<file path="config.mk">
export PLATFORM = sky130hd
export DESIGN_NAME = alu_issue_ctrl
export DESIGN_NICKNAME = d
export VERILOG_FILES = /design/src/rtl/alu_issue_ctrl_pkg.sv /design/src/rtl/alu_issue_ctrl_regfile.sv /design/src/rtl/alu_issue_ctrl.sv
export SDC_FILE = /design/constraint.sdc
export NUM_CORES = 1
export LEC_CHECK = 0
export BUFFER_PORTS_ARGS = -buffer_cell sky130_fd_sc_hd__buf_2
export CAP_MARGIN = 5
export CORE_ASPECT_RATIO = 0.8
export CORE_UTILIZATION = 53
export CTS_BUF_LIST = sky130_fd_sc_hd__clkbuf_8 sky130_fd_sc_hd__clkbuf_16
export DETAILED_ROUTE_END_ITERATION = 10
export HOLD_SLACK_MARGIN = 0.05
export PLACE_DENSITY = 0.86
export SLEW_MARGIN = 20
export SYNTH_ARGS = -nofsm -noshare
export SYNTH_HDL_FRONTEND = slang
export SYNTH_SLANG_ARGS = --single-unit
export TNS_END_PERCENT = 30
</file>
<file path="constraint.sdc">
create_clock -name clk -period 4.25 [get_ports clk]
set_clock_uncertainty 0.05 [all_clocks]
set_input_delay 0.425 -clock clk [delete_from_list [all_inputs] [get_ports clk]]
set_output_delay 0.425 -clock clk [all_outputs]
set_load 0.02 [all_outputs]
</file>
<file path="src/rtl/alu_issue_ctrl_pkg.sv">
// Shared definitions for the ALU issue/writeback stage.
// Opcodes, instruction fields, FSM states and decode helpers.
package alu_issue_ctrl_pkg;

  localparam int DW    = 8;
  localparam int NREGS = 8;
  localparam int AW    = 3;

  localparam logic [3:0] OP_INV = 4'd0;
  localparam logic [3:0] OP_AND = 4'd1;
  localparam logic [3:0] OP_OR  = 4'd2;
  localparam logic [3:0] OP_SRL = 4'd3;
  localparam logic [3:0] OP_SLL = 4'd4;
  localparam logic [3:0] OP_SRA = 4'd5;
  localparam logic [3:0] OP_SLA = 4'd6;
  localparam logic [3:0] OP_ROR = 4'd7;
  localparam logic [3:0] OP_ROL = 4'd8;
  localparam logic [3:0] OP_ADD = 4'd9;
  localparam logic [3:0] OP_SUB = 4'd10;
  localparam logic [3:0] OP_MUL = 4'd11;
  localparam logic [3:0] OP_LDI = 4'd12;
  localparam logic [3:0] OP_NOP = 4'd13;

  localparam int F_OP_HI  = 15;
  localparam int F_OP_LO  = 12;
  localparam int F_RD_HI  = 11;
  localparam int F_RD_LO  = 9;
  localparam int F_RS1_HI = 8;
  localparam int F_RS1_LO = 6;
  localparam int F_RS2_HI = 5;
  localparam int F_RS2_LO = 3;
  localparam int F_IMM_HI = 7;
  localparam int F_IMM_LO = 0;

  typedef enum logic [1:0] {
    S_IDLE  = 2'd0,
    S_EXEC  = 2'd1,
    S_WB    = 2'd2,
    S_WB_HI = 2'd3
  } state_e;

  typedef struct packed {
    logic [3:0]    op;
    logic [AW-1:0] rd;
    logic [DW-1:0] imm;
  } inflight_t;

  function automatic logic op_is_alu(
    input logic [3:0] op
  );
    return op < OP_MUL;
  endfunction

  function automatic logic op_is_illegal(
    input logic [3:0] op
  );
    return op > OP_NOP;
  endfunction

endpackage

</file>
<file path="src/rtl/alu_issue_ctrl_regfile.sv">
// 8x8 register file: one write port, three
// combinational read ports, synchronous clear.
module alu_issue_ctrl_regfile
  import alu_issue_ctrl_pkg::*;
(
  input  logic          clk,
  input  logic          rst_n,
  input  logic          we,
  input  logic [AW-1:0] waddr,
  input  logic [DW-1:0] wdata,
  input  logic [AW-1:0] ra1,
  output logic [DW-1:0] rd1,
  input  logic [AW-1:0] ra2,
  output logic [DW-1:0] rd2,
  input  logic [AW-1:0] ra3,
  output logic [DW-1:0] rd3
);

  logic [DW-1:0] mem_q [NREGS];
  logic [DW-1:0] mem_d [NREGS];

  // Next-state storage: single-entry update.
  always_comb begin
    for (int i = 0; i < NREGS; i++) begin
      mem_d[i] = mem_q[i];
    end
    if (we) begin
      mem_d[waddr] = wdata;
    end
  end

  // Storage flops, cleared by reset.
  always_ff @(posedge clk) begin
    for (int i = 0; i < NREGS; i++) begin
      if (!rst_n) begin
        mem_q[i] <= '0;
      end else begin
        mem_q[i] <= mem_d[i];
      end
    end
  end

  assign rd1 = mem_q[ra1];
  assign rd2 = mem_q[ra2];
  assign rd3 = mem_q[ra3];

endmodule

</file>
<file path="src/rtl/alu_issue_ctrl.sv">
// Issue/writeback stage for the 8-bit ALU:
// one instruction in flight, registered ALU operands.
module alu_issue_ctrl
  import alu_issue_ctrl_pkg::*;
(
  input  logic          clk,
  input  logic          rst_n,
  input  logic          instr_valid,
  output logic          instr_ready,
  input  logic [15:0]   instr,
  output logic [DW-1:0] alu_a,
  output logic [DW-1:0] alu_b,
  output logic [3:0]    alu_op,
  input  logic [DW-1:0] alu_result,
  input  logic [15:0]   alu_product,
  input  logic          alu_of,
  input  logic          alu_zero,
  input  logic          alu_slt,
  output logic          flag_of,
  output logic          flag_zero,
  output logic          flag_slt,
  output logic          done,
  output logic          illegal,
  input  logic [AW-1:0] dbg_addr,
  output logic [DW-1:0] dbg_data
);

  state_e        state_q, state_d;
  logic [DW-1:0] a_q, a_d;
  logic [DW-1:0] b_q, b_d;
  logic [3:0]    op_q, op_d;
  inflight_t     inf_q, inf_d;
  logic [2:0]    flags_q, flags_d;
  logic          done_q, done_d;
  logic          ill_q, ill_d;

  logic          rf_we;
  logic [AW-1:0] rf_waddr;
  logic [DW-1:0] rf_wdata;
  logic [DW-1:0] rs1_data;
  logic [DW-1:0] rs2_data;

  alu_issue_ctrl_regfile u_rf (
    .clk   (clk),
    .rst_n (rst_n),
    .we    (rf_we),
    .waddr (rf_waddr),
    .wdata (rf_wdata),
    .ra1   (instr[F_RS1_HI:F_RS1_LO]),
    .rd1   (rs1_data),
    .ra2   (instr[F_RS2_HI:F_RS2_LO]),
    .rd2   (rs2_data),
    .ra3   (dbg_addr),
    .rd3   (dbg_data)
  );

  // FSM next state, operand capture and writeback.
  always_comb begin
    state_d  = state_q;
    a_d      = a_q;
    b_d      = b_q;
    op_d     = op_q;
    inf_d    = inf_q;
    flags_d  = flags_q;
    done_d   = 1'b0;
    ill_d    = 1'b0;
    rf_we    = 1'b0;
    rf_waddr = inf_q.rd;
    rf_wdata = alu_result;
    unique case (state_q)
      S_IDLE: begin
        if (instr_valid) begin
          a_d       = rs1_data;
          b_d       = rs2_data;
          op_d      = instr[F_OP_HI:F_OP_LO];
          inf_d.op  = instr[F_OP_HI:F_OP_LO];
          inf_d.rd  = instr[F_RD_HI:F_RD_LO];
          inf_d.imm = instr[F_IMM_HI:F_IMM_LO];
          state_d   = S_EXEC;
        end
      end
      S_EXEC: begin
        state_d = S_WB;
        if (inf_q.op != OP_MUL) begin
          done_d = 1'b1;
          ill_d  = op_is_illegal(inf_q.op);
        end
      end
      S_WB: begin
        state_d = S_IDLE;
        unique case (1'b1)
          op_is_alu(inf_q.op): begin
            rf_we   = 1'b1;
            flags_d = {alu_of, alu_zero, alu_slt};
          end
          (inf_q.op == OP_MUL): begin
            rf_we    = 1'b1;
            rf_wdata = alu_product[7:0];
            flags_d  = {alu_of, alu_zero, alu_slt};
            done_d   = 1'b1;
            state_d  = S_WB_HI;
          end
          (inf_q.op == OP_LDI): begin
            rf_we    = 1'b1;
            rf_wdata = inf_q.imm;
          end
          default: ;
        endcase
      end
      S_WB_HI: begin
        rf_we    = 1'b1;
        rf_waddr = inf_q.rd + 3'd1;
        rf_wdata = alu_product[15:8];
        state_d  = S_IDLE;
      end
    endcase
  end

  // State and registered outputs, synchronous clear.
  always_ff @(posedge clk) begin
    if (!rst_n) begin
      state_q <= S_IDLE;
      a_q     <= '0;
      b_q     <= '0;
      op_q    <= '0;
      inf_q   <= '0;
      flags_q <= '0;
      done_q  <= 1'b0;
      ill_q   <= 1'b0;
    end else begin
      state_q <= state_d;
      a_q     <= a_d;
      b_q     <= b_d;
      op_q    <= op_d;
      inf_q   <= inf_d;
      flags_q <= flags_d;
      done_q  <= done_d;
      ill_q   <= ill_d;
    end
  end

  assign instr_ready = (state_q == S_IDLE);
  assign alu_a       = a_q;
  assign alu_b       = b_q;
  assign alu_op      = op_q;
  assign flag_of     = flags_q[2];
  assign flag_zero   = flags_q[1];
  assign flag_slt    = flags_q[0];
  assign done        = done_q;
  assign illegal     = ill_q;

endmodule
</file>
; ---- Word level (Yosys, flattened, before mapping)
; Memories as Yosys holds them, arrays and structs flattened. A register that Yosys moved wholly into a read port is not among the register bits.
; Index checks and enable logic that the tools add are counted.
[classes]
muxes = 25
shifts = 0
n_addsub = 1
n_eq_ne = 7
bitwise = 9
magnitude_cmp = 4
n_reduce_logical = 9
div = 0
multipliers = 0
[ops]
columns = operator, count
row1 = 8-bit two-way mux, 9
row2 = 64-bit bitwise mux, 1
row3 = 64-bit two-way mux, 1
row4 = 8-bit one-hot mux with 2 select lines, 2
row5 = 8-bit demux with 3-bit select, 1
row6 = 4-bit == test (second input constant), 2
row7 = 1-bit bitwise OR, 8
row8 = 2-bit one-hot mux with 4 select lines, 1
row9 = 1-bit two-way mux, 5
row10 = 2-bit == test (second input constant), 2
row11 = 4-bit greater-or-equal comparator (second input constant), 1
row12 = 4-bit > comparator (second input constant), 1
row13 = 4-bit by 1-bit less-than comparator with 1-bit output (second input constant), 1
row14 = 4-bit less-than comparator (second input constant), 1
row15 = 2-bit two-way mux, 2
row16 = 4-bit inequality test (second input constant), 1
row17 = 3-bit inverter with 4-bit output, 1
row18 = 1-bit one-hot mux with 2 select lines, 2
row19 = 2-bit AND reduction, 2
row20 = 3-bit by 1-bit adder with 3-bit output (second input constant), 1
row21 = 3-bit two-way mux, 1
row22 = 3-bit AND reduction, 1
row23 = 3-bit OR reduction, 1
row24 = 2-bit by 1-bit == test with 1-bit output (second input constant), 1
row25 = 5 further kinds, 6
[totals]
memories = 1
mem_bits_ro = 0
latchBits = 0
ff_bits = 22
output_inout_bits = 34
ram_bits = 64
[memory_table]
columns = memory, words, word_bits, rd, rd_clocked_by_memory_dff, wr, line
row1 = u_rf.mem_q, 8, 8, 11, 2, 8, alu_issue_ctrl_regfile.sv:19  ; logic [DW-1:0] mem_q [NREGS];

; ---- Logic depth before layout (Yosys ltp)
; Gate-level depths: netlist of run 1.
[depth]
ltp_word = 10
mapped_depth = 8

; ---- Hierarchy
; From an unflattened synthesis of run 1, not the netlist that was laid out.
[hier_totals]
cells_unflattened = 569
hier_area_um2 = 5861.9
[modules_own_cells]
columns = module, instances, cells_each, area_per_inst_um2
row1 = alu_issue_ctrl_regfile, 1, 359, 4161.5
row2 = alu_issue_ctrl, 1, 210, 1700.4

; ---- Least setup slack after synthesis of run 1
; No wires, ideal clock.
[synth_path]
kind = input to output
start = input dbg_addr[0]
end = output dbg_data[0]
t_arrival_ns = 1.790
required_time_ns = 3.775
path_slack_ns = 1.985
path_buffers = 2
cell_stages = 4
path_cell_list = buf_2 -> buf_2 -> mux4_2 -> mux2_2
[synth_via]
elab_chain_cells = 1
[synth_rtl]
columns = item, line
row1 = "start, declared", alu_issue_ctrl.sv:24  ; input logic [AW-1:0] dbg_addr,
row2 = memory 8 x 8 bit, --
row3 = "end, declared", alu_issue_ctrl.sv:25  ; output logic [DW-1:0] dbg_data
; No other way between the ends.

==> run summary, run 1 <==
The first global-routing pass estimated 26200 um of wire. After clock tree synthesis, the flow added hold-fix buffers numbering 0. Global-route usage over all layers: 0.309.

In the layout the commonest cells are a21oi_1 (102), dfxtp_1 (102), buf_2 (82). Number of detailed-routing iterations run before antenna repair: 6. The analysis attributes to cell leakage a power of 2.25 nW. CTS placed an instance of clkbuf_16 at the clock tree root. Cell internal power was estimated by the tool at 1.63 mW. Setup violations remaining at the end of the flow were counted as 0. The logs give 1.26 ns for the setup slack at placement and 0.859 for the final weighted congestion of routability-driven global placement. The logs give 4.39 ns for the required time of the worst setup path and 47 for the distinct cell type count of the synthesized netlist.

From bottom edge to top edge, the die measures 95.0 um. After layout, the minimum clock period comes to 3.08 ns. The number of flops mapped to enable cells by yosys was 0. Counting along the longest clock path gives a buffer depth of 2. For the sequential power share, the log shows 0.451.

The number of nets handed over by synthesis was 598. After the last flow step, the layout net total stands at 635. The total stage count of the critical path was 6; the critical path's largest stage delay was 0.74 ns.

The terminating pin of the worst hold path was inf_q[14]$_SDFFE_PN0P_. Adding up every negative setup slack in the final design gives 0 ns. The remaining antenna violation count after routing was 0; the width of the die was 118 um. Max-cap violations in this run came to 0. The origin of the worst min-delay path is instr[15].

The tools report the maximum level of the CTS H-tree as 3. The worst max-slew margin expressed relative to the limit is 0.361. The tools report the total clock sinks as 102. Walking the worst path, the cells encountered are inv_1, ha_1, or3b_1, o21ai_2, and2_1, a311oi_1. The area of the mapped netlist was 0.00573 mm2.

The final cell area excluding filler cells was 0.00633 mm2; the register clock-pin slew on the reported worst setup and hold paths was 0.07 ns. The number of buffer and inverter stages on the critical path is 1. Type of element launching the critical path: a register.

The run gives 0.222 as the combinational share of power. After synthesis the netlist holds a flip-flop and latch count of 102. The worst hold path stage count was 3; the clock network fraction of total power was 0.326.

In this run the tool buffered the top-level ports with 82 buffer cells. The tools report the sequential fraction of the synthesis area as 0.357. For the final-report max-slew violation count, the log shows 0. Library cell contributing the largest single delay on the critical path: o21ai_2.

The total die area is 0.0112 mm2, and the post-cts repair resize count is 0. The cell count after synthesis came out at 544. Each instance of the synthesized netlist takes up on average 10.5 um2.

The core region is 0.0104 mm2. For this block, the initial DRC count from the detailed router was 641. The kind of cell with the highest combined delay along the critical path is simple AND/OR/NAND/NOR gates. The logs give 0 for the global route total overflow and 1.17 ns for the post-layout worst setup margin.

The tools report the number of buffers added by the clock tree synthesis step as 9. The tools report the aggregate routed wire length as 16800 um. For the pin with the worst max-slew slack, the measured transition is 0.957 ns. The number of global-route vias before repair came out at 4885.

The worst min-delay path category is input port to register. In the final routed layout, each cell accounts on average for 23.1 um. Setup repair after global routing left no endpoint under its margin.

The vias per cell is 6.97, and the switching part of the total is 0.324. The floorplan has 33 rows. The number of antenna violations at the first check in global routing is 0. The endpoint of the most critical register-to-register path is u_rf.mem_q[2][5]$_SDFFE_PN0P_.

The critical path arrival is 3.22 ns, and the area added between synthesis and finish is 10.5%. The clock reaches the later pin of the worst-skew pair after 0.35 ns. Power spread over the standard cell area amounts to 381 mW/mm2.

The highest attainable clock frequency is 325 MHz. The number of cells on the worst reg-to-reg path is 6. Once the clock tree was built, the setup fixing pass inserted 0 buffers. The path type of the worst setup path is register to register.

Share of layout cells above drive strength 1: 0.305. The number of antenna diodes in the final layout is 0. In the routed design, unresolved DRC markers number 0. The flow ran to the end, and the final reports show no timing, DRC or antenna violations. Across all register-to-register paths, the minimum setup slack is 1.17 ns. STA classifies the critical path endpoint as a register. The run gives 0.781 mW as the net switching power. After detailed placement, the total cell area comes to 0.00605 mm2.

The effective utilization at floorplan came out at 0.552. The routed layout has 5058 vias. For the tightest hold margin, the log shows 0.258 ns. During I/O placement, the number of pins put on the boundary was 83. TritonCTS built the clock tree. Of all nets on the critical path, the largest fanout is 25. Detailed placement finished with a half-perimeter wire length of 10800 um.

The run gives 52 as the largest net degree at the start of global routing. The startpoint identified for the worst register-to-register timing path is state_q[0]$_SDFFE_PN0P_. The number of synthesis warnings came out at 0. The most frequently used flop master after synthesis was dfxtp_1. Final worst-path cycle share: 0.724. Across the VDD grid, the largest voltage drop is 0.218 mV. The final hold violation count came out at 0. The fraction of synthesis flops using an asynchronous set or reset pin works out to 0.
[worst register-to-register path: cells and delay by family (launching register included)]
family | cells | cell delay [ns]
fa+ha+maj | 1 | 0.61
compound gates | 2 | 0.89
flops | 1 | 0.35
simple gates | 2 | 0.92
buf+inv | 1 | 0.10
[cell families after synthesis]
logic type	synth area share
buffers and inverters	0.0621
adders and majority gates	0.0109
DFF	0.357
AOI/OAI and AO/OA	0.255
muxes	0.233
and+or+nand+nor	0.0824
[synthesized netlist by cell type (2+ instances only)]
cell | number | share of area
buf_2 | 14 | 0.012
nand4b_1 | 3 | 0.0046
nor2_1 | 4 | 0.0026
mux2_2 | 8 | 0.016
mux2i_1 | 16 | 0.028
nand4bb_1 | 2 | 0.0039
buf_1 | 15 | 0.0098
a211oi_2 | 3 | 0.0066
ha_1 | 5 | 0.011
nor3_1 | 7 | 0.0061
buf_6 | 4 | 0.0079
a311oi_1 | 9 | 0.014
o211ai_2 | 2 | 0.0044
mux4_2 | 48 | 0.19
nand3_1 | 4 | 0.0035
a32o_1 | 8 | 0.014
dfxtp_1 | 102 | 0.36
nand2_1 | 39 | 0.026
clkbuf_1 | 22 | 0.014
a311oi_4 | 7 | 0.032
a211oi_1 | 54 | 0.071
buf_4 | 7 | 0.0092
a21oi_1 | 102 | 0.089
o21ai_0 | 16 | 0.014
and2_1 | 8 | 0.0087
inv_1 | 12 | 0.0079
nand2b_1 | 3 | 0.0033
[per-stage QoR]
step / cells / utilization / power [mW]
after CTS: 726 / 0.611 / 2.40
after detailed placement: 710 / 0.584 / 1.63
after global routing: 726 / 0.611 / 2.49
after floorplan: 544 / - / 1.48
after global placement: 710 / 0.584 / 1.60
final: 726 / 0.611 / 2.41
[worst max-delay path by stage]
| stage | from | to | slack, ns |
|---|---|---|---|
| finish | state_q[0]$_SDFFE_PN0P_ | u_rf.mem_q[2][5]$_SDFFE_PN0P_ | 1.17 |
| global route | state_q[0]$_SDFFE_PN0P_ | u_rf.mem_q[4][6]$_SDFFE_PN0P_ | 0.98 |
| CTS | state_q[0]$_SDFFE_PN0P_ | u_rf.mem_q[4][2]$_SDFFE_PN0P_ | 1.22 |
| detailed placement | state_q[0]$_SDFFE_PN0P_ | u_rf.mem_q[2][5]$_SDFFE_PN0P_ | 1.26 |
| global placement | state_q[0]$_SDFFE_PN0P_ | u_rf.mem_q[6][5]$_SDFFE_PN0P_ | 1.42 |
| floorplan | dbg_addr[0] | dbg_data[0] | 1.99 |
[layout make-up]
class	count	area, um2
Clock buffer	10	239
Clock inverter	6	40.0
Fill cell	814	4040
Inverter	13	48.8
Multi-Input combinational cell	367	3330
Sequential cell	102	2040
Tap cell	140	175
Timing Repair Buffer	88	455
[power groups by stage]
stage / clock network, mW / logic, mW / registers [mW]
floorplan: 0 / 0.365 / 1.12
global placement: 0 / 0.501 / 1.10
detailed placement: 0 / 0.520 / 1.10
CTS: 0.785 / 0.526 / 1.08
global route: 0.825 / 0.574 / 1.10
finish: 0.787 / 0.536 / 1.09
[flip-flops by register name (all words and copies together), names as in the netlist]
name	count
flags_q	3
illegal	1
state_q	2
u_rf.mem_q	64
inf_q	15
alu_a	8
done	1
alu_b	8
[routing by layer]
layer / global-route usage / vias to the layer above / wire [um]
li1: - / 2184 / -
met1: 0.393 / 2460 / 6360
met2: 0.490 / 363 / 7680
met3: 0.0942 / 51 / 2220
met4: 0.139 / 0 / 495
met5: 0 / - / 0
(Power assumes the default switching activity.)
==> run 2, diff against run 1 <==
--- a/config.mk
+++ b/config.mk
@@ -5,14 +5,15 @@
 export SDC_FILE = /design/constraint.sdc
 export NUM_CORES = 1
 export LEC_CHECK = 0
+export ABC_AREA = 1
 export BUFFER_PORTS_ARGS = -buffer_cell sky130_fd_sc_hd__buf_2
 export CAP_MARGIN = 5
 export CORE_ASPECT_RATIO = 0.8
-export CORE_UTILIZATION = 53
+export CORE_UTILIZATION = 52
 export CTS_BUF_LIST = sky130_fd_sc_hd__clkbuf_8 sky130_fd_sc_hd__clkbuf_16
 export DETAILED_ROUTE_END_ITERATION = 10
 export HOLD_SLACK_MARGIN = 0.05
-export PLACE_DENSITY = 0.86
+export PLACE_DENSITY = 0.87
 export SLEW_MARGIN = 20
 export SYNTH_ARGS = -nofsm -noshare
 export SYNTH_HDL_FRONTEND = slang
==> constraint.sdc (replaced) <==
create_clock -name clk -period 2.65 [get_ports clk]
set_clock_uncertainty 0.05 [all_clocks]
set_input_delay 0.265 -clock clk [delete_from_list [all_inputs] [get_ports clk]]
set_output_delay 0.265 -clock clk [all_outputs]
set_load 0.02 [all_outputs]
==> run 2 against run 1 <==
  * Synthesized cell count rose by 80%
  * First-iteration DRC count rose by 49%
  * Register-to-register slack got worse by 0.78 ns
  * Synthesized area rose by 4.2%
  * Global-route usage rose by 1.5 points
  * Worst setup slack got worse by 0.78 ns
  * Flip-flop and latch count did not move
  * Maximum frequency rose by 36%
  * Critical path type unchanged
  * Largest power group unchanged
==> run summary, run 2 <==
The minimum clock period works out to 2.26 ns (was 3.08 ns). For the final-report max-slew violation count, the log shows 0 (unchanged). The cell at the root of the clock tree is clkbuf_16 (unchanged). For the distinct cell type count of the synthesized netlist, the log shows 25 (was 47).

The remaining antenna violation count after routing is 0 (unchanged). The total of buffers placed on input and output ports works out to 82 (unchanged). The core footprint was 0.0110 mm2 (was 0.0104 mm2); the critical path arrival was 2.49 ns (was 3.22 ns).

The tools report the count of filler cells inserted in the layout as 1052 (was 814). The number of synthesis warnings was 0 (unchanged); the global-route usage over all layers was 0.325 (was 0.309). The maximum level of the CTS H-tree was 3 (unchanged); the multi-input gate area in the final layout was 0.00331 mm2 (was 0.00333 mm2).

For the area of the mapped netlist, the log shows 0.00597 mm2 (was 0.00573 mm2). The run gives 443 MHz (was 325 MHz) as the highest attainable clock frequency. The largest driver fanout on the critical path was 27 (was 25). The final worst-path cycle share came out at 0.851 (was 0.724). The number of setup violations in the final report was 0 (unchanged).

The run finished with clean final reports. The vias per cell is 5.67 (was 6.97), and the required time of the worst setup path is 2.89 ns (was 4.39 ns). The largest voltage drop on the vdd net is 0.439 mV (was 0.218 mV). The most numerous cell on the critical path is nor2_1. The area share of the largest cell type after synthesis works out to 0.342 (was 0.357).

Number of buffers added by the clock tree synthesis step: 9 (unchanged). The total negative slack for setup checks came out at 0 ns (unchanged). The register ranked first by flip-flop count was u_rf.mem_q (unchanged).

The register clock-pin slew on the reported worst setup and hold paths was 0.07 ns (about the same); the quantity of hold-fixing buffers added after cts was 0 (unchanged). The run gives 2 (unchanged) as the clock tree buffer depth. The number of DRC violations after detailed-routing iteration 0 came out at 952 (was 641). The logs give 102 (unchanged) for the total clock sinks and 7 (was 6) for the number of detailed-routing iterations run before antenna repair.

The via count of the routed design was 6634 (was 5058). For the buffer count from post-CTS setup fixing, the log shows 0 (unchanged). The overall die height was 97.8 um (was 95.0 um). Type of element launching the critical path: a register (unchanged).

The actual transition at the worst max-transition pin works out to 0.785 ns (was 0.957 ns). The library cell contributing the largest single delay on the critical path is inv_2 (was o21ai_2). Dominant cell type by area after synthesis: dfxtp_1 (unchanged).

The number of core rows was 34 (was 33); the fraction of synthesis flops using an asynchronous set or reset pin was 0 (unchanged). The run gives 0 (unchanged) as the antenna diode count. The run gives 4.25 mW (was 2.41 mW) as the power after layout.

Series of cell instances along the critical path: inv_1, ha_1, nand2_1, nand3_2, inv_2, nor2_1, nand2_1, nor2_1, nor2_1 (was inv_1, ha_1, or3b_1, o21ai_2, and2_1, a311oi_1). The final hold violation count is 0 (unchanged), and the wire length of the first global-routing pass is 29600 um (was 26200 um). TritonCTS built the clock tree.

The tools report the post-layout worst setup margin as 0.394 ns (was 1.17 ns). The terminating pin of the worst hold path is inf_q[11]$_SDFFE_PN0P_ (was inf_q[14]$_SDFFE_PN0P_). Biggest regs: u_rf.mem_q x64, inf_q x15 (unchanged).

Largest net degree at the start of global routing: 52 (unchanged). The tools report the sequential fraction of the synthesis area as 0.342 (was 0.357). The tools report the number of antenna violations at the first check in global routing as 0 (unchanged).

The tools report the origin of the worst min-delay path as instr[12] (was instr[15]). The number of cell instances on the worst register-to-register path came out at 9 (was 6). The endpoint of the most critical register-to-register path was u_rf.mem_q[6][3]$_SDFFE_PN0P_ (was u_rf.mem_q[2][5]$_SDFFE_PN0P_).

The area added between synthesis and finish is 12.2% (was 10.5%). The setup slack of the most critical reg-to-reg path is 0.39 ns (was 1.17 ns). The setup slack at placement is 0.466 ns (was 1.26 ns). The number of flip-flops in the largest register was 64 (unchanged). The run gives 0.0119 mm2 (was 0.0112 mm2) as the total die area. The per-instance average area after synthesis is 6.09 um2 (was 10.5 um2). Leading cell types in the layout, fill and taps excluded: nand2_1 (220), nor2_1 (178), o21ai_0 (131) (was a21oi_1 (102), dfxtp_1 (102), buf_2 (82)).

Kind of capture point of the worst setup path: a register (unchanged). The combined flip-flop and latch cell area is 0.00204 mm2 (unchanged), and the worst hold path stage count is 3 (unchanged). The standby leakage power was 3.12 nW (was 2.25 nW); the flip-flop and latch count after synthesis was 102 (unchanged). Path type of the worst setup path: register to register (unchanged). Cells taking the most area after synthesis: dfxtp_1 (34%), nand2_1 (14%), nor2_1 (11%), o21ai_0 (11%), a21oi_1 (7.3%) (was dfxtp_1 (36%), mux4_2 (19%), a21oi_1 (8.9%), a211oi_1 (7.1%), a311oi_4 (3.2%)). The average detailed-routed wire length per instance was 16.2 um (was 23.1 um). Setup repair after global routing left no endpoint under its margin. The number of maximum-capacitance constraint violations was 0 (unchanged); the worst max-slew margin expressed relative to the limit was 0.476 (was 0.361).

The tools report the number of global-route vias before repair as 5690 (was 4885). The residual DRC count is 0 (unchanged). The aggregate routed wire length is 19000 um (was 16800 um), and the critical path's largest stage delay is 0.37 ns (was 0.74 ns). Yosys instantiated no cell more often than nand2_1. The tools report the final weighted congestion of routability-driven global placement as 1.00 (was 0.859). The number of flops mapped to enable cells by yosys is 0 (unchanged), and the synthesized netlist cell count is 979 (was 544). The logs give 13300 um (was 10800 um) for the detailed-placement wirelength estimate and 1076 (was 635) for the total number of nets in the final design. For the effective utilization at floorplan, the log shows 0.541 (was 0.552). The later-pin clock latency in the skew report is 0.36 ns (was 0.35 ns).

Most frequently used flop master after synthesis: dfxtp_1 (unchanged). Global route total overflow: 0 (unchanged). The run gives 0 (unchanged) as the post-cts repair resize count. The synthesized netlist net count is 1033 (was 598), and the width of the die is 122 um (was 118 um). The share of layout cells above drive strength 1 came out at 0.124 (was 0.305). The I/O pin total was 83 (unchanged); the total power density per cell area was 635 mW/mm2 (was 381 mW/mm2). The launch instance of the worst register-to-register path was state_q[0]$_SDFFE_PN0P_ (unchanged). The worst min-delay path category was input port to register (unchanged). Most instantiated cells after synthesis: nand2_1 (220), nor2_1 (178), o21ai_0 (131) (was a21oi_1 (102), dfxtp_1 (102), a211oi_1 (54)). Most common cell after layout, fill and taps aside: nand2_1.
-- run 2: cell types whose count changed after synthesis, moves of 44 or more --
cell and delta:
nand2_1 +181, nor2_1 +174, o21ai_0 +115, inv_1 +76
a211oi_1 -54, mux4_2 -48, nand3_1 +44
-- run 2: final cells by class --
| class | instances | area share |
|---|---|---|
| Inverter | 92 | 0.0516 |
| Tap cell | 144 | 0.0269 |
| Multi-Input combinational cell | 723 | 0.494 |
| Clock inverter | 7 | 0.00990 |
| Clock buffer | 9 | 0.0336 |
| Timing Repair Buffer | 94 | 0.0785 |
| Sequential cell | 102 | 0.305 |
-- run 2: how the worst max path moves through the flow --
| stage | from | end | slack, ns |
|---|---|---|---|
| finish | state_q[0]$_SDFFE_PN0P_ | u_rf.mem_q[6][3]$_SDFFE_PN0P_ | 0.39 |
| global route | state_q[0]$_SDFFE_PN0P_ | u_rf.mem_q[4][1]$_SDFFE_PN0P_ | 0.09 |
| CTS | state_q[0]$_SDFFE_PN0P_ | u_rf.mem_q[4][5]$_SDFFE_PN0P_ | 0.45 |
| detailed placement | state_q[0]$_SDFFE_PN0P_ | u_rf.mem_q[4][5]$_SDFFE_PN0P_ | 0.47 |
| global placement | state_q[0]$_SDFFE_PN0P_ | u_rf.mem_q[7][2]$_SDFFE_PN0P_ | 0.54 |
| floorplan | state_q[0]$_SDFFE_PN0P_ | inf_q[4]$_SDFFE_PN0P_ | 0.87 |
-- run 2: worst max-delay path: cells and delay by family, from the launching register on --
kind	cells	cell delay [ns]
AND/OR/NAND/NOR	6	0.96
buffers and inverters	2	0.47
flip-flops	1	0.36
adder cells (fa/ha/maj)	1	0.35
-- run 2: power by group --
group	internal (mW)	leakage [nW]	switching, mW
Combinational	0.336	2.14	0.817
Sequential	1.67	0.830	0.0971
Clock	0.728	0.144	0.602
Total	2.74	3.12	1.52
-- run 2: cell families (layout without fill, tap and decap cells) --
| group | after synthesis | in the layout | share of synthesized area |
|---|---|---|---|
| buffers and inverters | 154 | 202 | 0.103 |
| DFF | 102 | 102 | 0.342 |
| adders and majority gates | 5 | 5 | 0.0105 |
| and+or+nand+nor | 460 | 460 | 0.312 |
| AOI/OAI and AO/OA | 258 | 258 | 0.232 |
-- run 2: stage by stage --
step                      hold slack (ns)  std cells  instance area (um2)   util
after global routing                0.122       1171                 6700  0.608
after detailed placement            0.415       1155                 6400  0.581
after global placement              0.411       1155                 6400  0.581
final                               0.113       1171                 6700  0.608
after floorplan                     0.380        979                 5970      -
after CTS                           0.111       1171                 6700  0.608
-- run 2: layer usage --
| layer | wire, um | GRT usage | vias up |
|---|---|---|---|
| li1 | - | - | 3226 |
| met1 | 7940 | 0.460 | 2935 |
| met2 | 7770 | 0.469 | 431 |
| met3 | 2830 | 0.0993 | 42 |
| met4 | 483 | 0.0969 | 0 |
| met5 | 0 | 0 | - |
